`src/rtl/line_clear.sv`:
```
// line_clear: post-lock board compaction. Scans the board bottom-up, drops
// full rows, shifts surviving rows down and zero-fills the vacated top rows,
// then pulses done. It owns the board RAM port for the whole pass.
module line_clear #(
    parameter int COLS = 10,
    parameter int ROWS = 25
) (
    input  logic       clk,
    input  logic       reset,
    input  logic       start,
    input  logic [5:0] ram_q,
    output logic [7:0] ram_addr,
    output logic [5:0] ram_data,
    output logic       ram_wren,
    output logic       busy,
    output logic       done,
    output logic [4:0] lines_cleared
);

    typedef enum logic [2:0] {IDLE, CHECK, COPY, FILL, DONE} state_t;

    state_t     state;
    logic [5:0] src;
    logic [5:0] dst;
    logic [4:0] col;
    logic       phase;
    logic       full_acc;
    logic       copy_wr;

    logic       cell_ok;
    logic       row_full;
    logic [4:0] lines_inc;

    // Linear board address of cell (r, c) in 8-bit arithmetic.
    function automatic logic [7:0] cell_addr(input logic [5:0] r, input logic [4:0] c);
        return ({2'b00, r} * 8'(COLS)) + {3'b000, c};
    endfunction

    assign cell_ok   = (ram_q != 6'd0);
    assign row_full  = full_acc & cell_ok;
    assign lines_inc = lines_cleared + 5'd1;

    // Copy writes forward the read data straight from the RAM output, since it
    // only becomes valid in the write cycle itself; every other write is zero.
    assign ram_data = copy_wr ? ram_q : 6'd0;

    // Compaction sequencer: the column counter doubles as the read step in CHECK,
    // where the row verdict lands one cycle after the last column read.
    always_ff @(posedge clk) begin
        if (reset) begin
            state         <= IDLE;
            src           <= 6'd0;
            dst           <= 6'd0;
            col           <= 5'd0;
            phase         <= 1'b0;
            full_acc      <= 1'b1;
            copy_wr       <= 1'b0;
            ram_addr      <= 8'd0;
            ram_wren      <= 1'b0;
            busy          <= 1'b0;
            done          <= 1'b0;
            lines_cleared <= 5'd0;
        end else begin
            case (state)
                IDLE: begin
                    done     <= 1'b0;
                    ram_wren <= 1'b0;
                    copy_wr  <= 1'b0;
                    if (start) begin
                        src           <= 6'(ROWS - 1);
                        dst           <= 6'(ROWS - 1);
                        col           <= 5'd0;
                        full_acc      <= 1'b1;
                        lines_cleared <= 5'd0;
                        busy          <= 1'b1;
                        ram_addr      <= cell_addr(6'(ROWS - 1), 5'd0);
                        state         <= CHECK;
                    end
                end

                CHECK: begin
                    if (col != 5'd0)
                        full_acc <= row_full;
                    if (col < 5'(COLS - 1))
                        ram_addr <= cell_addr(src, col + 5'd1);
                    if (col != 5'(COLS)) begin
                        col <= col + 5'd1;
                    end else begin
                        col      <= 5'd0;
                        full_acc <= 1'b1;
                        if (row_full) begin
                            lines_cleared <= lines_inc;
                            if (src == 6'd0) begin
                                ram_addr <= cell_addr(dst, 5'd0);
                                ram_wren <= 1'b1;
                                state    <= FILL;
                            end else begin
                                src      <= src - 6'd1;
                                ram_addr <= cell_addr(src - 6'd1, 5'd0);
                            end
                        end else if (src == dst) begin
                            // No row has been cleared yet, so reaching the top
                            // here leaves nothing to fill.
                            if (src == 6'd0) begin
                                ram_addr <= 8'd0;
                                done     <= 1'b1;
                                busy     <= 1'b0;
                                state    <= DONE;
                            end else begin
                                src      <= src - 6'd1;
                                dst      <= dst - 6'd1;
                                ram_addr <= cell_addr(src - 6'd1, 5'd0);
                            end
                        end else begin
                            phase    <= 1'b0;
                            ram_addr <= cell_addr(src, 5'd0);
                            state    <= COPY;
                        end
                    end
                end

                COPY: begin
                    if (!phase) begin
                        ram_addr <= cell_addr(dst, col);
                        ram_wren <= 1'b1;
                        copy_wr  <= 1'b1;
                        phase    <= 1'b1;
                    end else begin
                        ram_wren <= 1'b0;
                        copy_wr  <= 1'b0;
                        phase    <= 1'b0;
                        if (col == 5'(COLS - 1)) begin
                            col <= 5'd0;
                            dst <= dst - 6'd1;
                            if (src == 6'd0) begin
                                ram_addr <= cell_addr(dst - 6'd1, 5'd0);
                                ram_wren <= 1'b1;
                                state    <= FILL;
                            end else begin
                                src      <= src - 6'd1;
                                full_acc <= 1'b1;
                                ram_addr <= cell_addr(src - 6'd1, 5'd0);
                                state    <= CHECK;
                            end
                        end else begin
                            col      <= col + 5'd1;
                            ram_addr <= cell_addr(src, col + 5'd1);
                        end
                    end
                end

                FILL: begin
                    if (col == 5'(COLS - 1)) begin
                        col <= 5'd0;
                        if (dst == 6'd0) begin
                            ram_wren <= 1'b0;
                            ram_addr <= 8'd0;
                            done     <= 1'b1;
                            busy     <= 1'b0;
                            state    <= DONE;
                        end else begin
                            dst      <= dst - 6'd1;
                            ram_addr <= cell_addr(dst - 6'd1, 5'd0);
                        end
                    end else begin
                        col      <= col + 5'd1;
                        ram_addr <= cell_addr(dst, col + 5'd1);
                    end
                end

                DONE: begin
                    done  <= 1'b0;
                    state <= IDLE;
                end

                default: state <= IDLE;
            endcase
        end
    end

endmodule
```
`config.mk`:
```
export PLATFORM = sky130hd
export DESIGN_NAME = line_clear
export DESIGN_NICKNAME = d
export VERILOG_FILES = /design/src/rtl/line_clear.sv
export SDC_FILE = /design/constraint.sdc
export NUM_CORES = 1
export LEC_CHECK = 0
export ABC_AREA = 1
export BUFFER_PORTS_ARGS = -buffer_cell sky130_fd_sc_hd__buf_2
export CORE_MARGIN = 1
export CORE_UTILIZATION = 40
export CTS_CLUSTER_SIZE = 16
export DETAILED_ROUTE_END_ITERATION = 7
export PLACE_DENSITY = 0.61
export RECOVER_POWER = 100
export SLEW_MARGIN = 10
export SYNTH_ARGS = -nofsm -noshare
export SYNTH_HDL_FRONTEND = slang
export SYNTH_SLANG_ARGS = --single-unit
```
`constraint.sdc`:
```
create_clock -name clk -period 7.5 [get_ports clk]
set_input_delay 1.5 -clock clk [delete_from_list [all_inputs] [get_ports clk]]
set_output_delay 1.5 -clock clk [all_outputs]
set_load 0.02 [all_outputs]
```
==> parameters.txt <==
Parameter                              Value

GRT
  Pin count of the biggest net entering global routing    22
  Antenna violations before repair    0
  Global route total overflow    0
  Vias in the first global route    roughly 4200
  Aggregate global-route resource usage    0.241
  Wire length of the first global-routing pass    21200 um

Yosys
  Most common cell in the synthesized netlist    nand2_1
  Count of distinct cell types in the synthesized netlist    between 40 and 50
  Post-synth top flop    dfxtp_1
  Yosys warning count    0
  Netlist area before placement    roughly 0.0043 mm2
  Library cell occupying the most area in the post-synthesis netlist    dfxtp_1
  Flops & latches, synth    39
  Gate count after technology mapping    between 600 and 700
  Top-area cell type share of the netlist area    0.181
  Number of enable-type register cells in the synthesized netlist    0
  Syn_area_per_cell    around 6.4 um2
  Most instantiated cells after synthesis    nand2_1, inv_1, nand3_1
  Cell types with the largest area share after synthesis    dfxtp_1, nand2_1, ha_1, nand3_1, inv_1
  Post-synthesis net count    around 740
  Share of synthesized area occupied by flip-flops and latches    0.181
  Async set or reset register ratio after synthesis    0

Place
  Port Buf Inserts    30
  Placed wire-length estimate    about 11000 um
  RD Place Congestion    0.913

Routing
  WL per Instance    ~16 um
  WL final    roughly 13000 um
  Initial DRT Pass Iterations    5
  Final ANT Viol Nets    0
  Number of vias after detailed routing    between 4000 and 5000
  Total DRC errors in the routed layout    0
  Violation count after the first detailed-route iteration    approximately 270
  Via density per instance    approximately 5.3

Setup path
  Critical-path maximum fanout    2
  Critical path arrival    approximately 1900 ps
  Type of element launching the critical path    input pin
  Critical path's largest stage delay    230 ps
  Required arrival time at the worst endpoint    roughly 6000 ps
  Crit path max-delay family    buffers and inverters
  CP cell instances    buf_2 -> nand2_1 -> inv_1 -> clkbuf_1
  Critical Path Sink Type    primary output
  Number of buffer and inverter stages on the critical path    3
  Slowest library cell on the worst path    clkbuf_1
  CP Class    in2out

Floorplan
  DIE WIDTH    106 um
  Starting density of the core    0.416
  Overall die area    about 0.011 mm2
  Total number of placement rows    37
  Area of the core    just over 0.01 mm2
  Chip height    roughly 110 um
  Count of pins on the block boundary    31

Clock tree
  CTS tree    built
  Clock transition at the registers of the reported paths    around 90 ps
  Number of levels in the clock H-tree    2
  Cts bufs inserted    5
  Max Buffers Root-to-Sink    2
  Post-CTS Setup Bufs    0
  CTS sink cnt    39
  Clock insertion delay at the later pin of the skew report    300 ps
  Count of hold buffers inserted by post-cts repair    0
  Master cell of the clock root buffer    clkbuf_8
  Post_cts resized    0

Run status
  Status    completed

Timing
  Setup Skew    10.6 ps
  Post-Route Setup TNS    0 ps
  Number of endpoints failing setup at the final stage    0
  Final max-slew violation count    0
  Fmax    approximately 290 MHz
  Worst slew margin    0.278
  Unrepaired setup endpoints after global routing    false
  Final hold viol count    0
  Final Hold Slack    between 400 and 500 ps
  Final worst path period need    3440 ps
  Ratio of final minimum period to clock period    0.459
  Worst Tran Pin Value    1080 ps

Flow run
  Max-capacitance violation count    0

Finish
  Number of nets in the layout    between 700 and 800
  Fraction of layout cells with a size suffix above 1    0.0700
  Antenna diode instance count    0
  Synth-to-layout area growth    7.17%

Power and ir drop
  Peak ir drop on the vdd network    approximately 0.00015 V
  Power Dens Cells    472 mW/mm2
  Lkg Pwr    about 0.0023 uW

Min path
  Min-Delay Path Class    reg2reg
cells in the final DEF (no fill, tap or decap), drive strengths merged, types with 2 or more instances in the layout:
cell | synthesis | routed
a31oi | 3 | 3
and3 | 2 | 2
clkbuf | 3 | 31
o21ai | 26 | 26
nor2 | 69 | 69
nor3 | 8 | 8
buf | 6 | 5
nor4 | 2 | 2
xor2 | 9 | 9
fa | 7 | 7
inv | 91 | 91
nand4 | 13 | 13
a21oi | 41 | 41
nand3 | 70 | 70
dfxtp | 39 | 39
nand3b | 5 | 5
or2 | 6 | 6
clkinv | 1 | 2
o211ai | 12 | 12
nand2 | 190 | 190
a211oi | 4 | 4
ha | 49 | 49
xnor2 | 9 | 9
final cells by class:
class / count / area (um2)
clock inverter: 2 / 12.5
inverter: 92 / 349
fill: 1174 / 5750
timing repair buffer: 30 / 119
sequential: 39 / 781
multi-input combinational: 531 / 3120
tap: 136 / 170
clock buffer: 6 / 72.6
stage by stage:
step,utilization,instances,worst slack (ps),area [um2],total power [uW]
after floorplan,-,671,4320,4310,1590
after global placement,0.442,828,4160,4580,2000
after detailed placement,0.442,828,4140,4580,2030
after CTS,0.450,836,4140,4670,2180
after global routing,0.445,836,4000,4620,2420
final,0.445,836,4060,4620,2180
worst reg2reg max path: stages, from the launching register on:
cell	delay, ps
dfxtp_1	620
inv_1	270
ha_1	280
or2_2	310
nand2_1	110
ha_1	270
ha_1	300
and3_1	160
nor2_1	110
nand3_1	140
nand3_1	120
nand2_1	50
nor2_1	100
nand3_1	140
nand2_1	90
inv_1	40
logic make-up after synthesis:
group	share of synthesized area
adders and majority gates	0.175
and+or+nand+nor	0.393
AOI/OAI and AO/OA	0.123
xor gates and xnor gates	0.0366
buffers and inverters	0.0917
DFF	0.181
worst paths after layout:
kind                                from     endpoint  slack (ps)  cells after the start
worst max-delay path            ram_q[0]  ram_data[0]        4060                      4
worst min-delay path            ram_wren     ram_wren         450                      2
worst max register to register    dst[1]  ram_addr[7]        4300                     15
worst min register to register  ram_wren     ram_wren         450                      2
flip-flops by register name, summed over array words and instances, names as in the netlist:
name	flops
col	5
full_acc	1
dst	6
ram_wren	1
ram_addr	8
lines_cleared	5
src	6
copy_wr	1
state	3
phase	1
done	1
busy	1
power breakdown:
| part | switching [uW] | internal [uW] | leakage, uW |
|---|---|---|---|
| logic | 1110 | 569 | 0.00193 |
| registers | 90.8 | 265 | 0.000320 |
| clock network | 82.2 | 65.2 | 0.0000412 |
| total | 1280 | 899 | 0.00230 |
layer usage:
layer	track usage	vias to the layer above	wire, um
met3	0.0284	22	656
met2	0.397	136	5860
met1	0.328	2039	6240
met5	0	-	0
li1	-	2261	-
met4	0.0714	0	287
(Power assumes the default switching activity.)
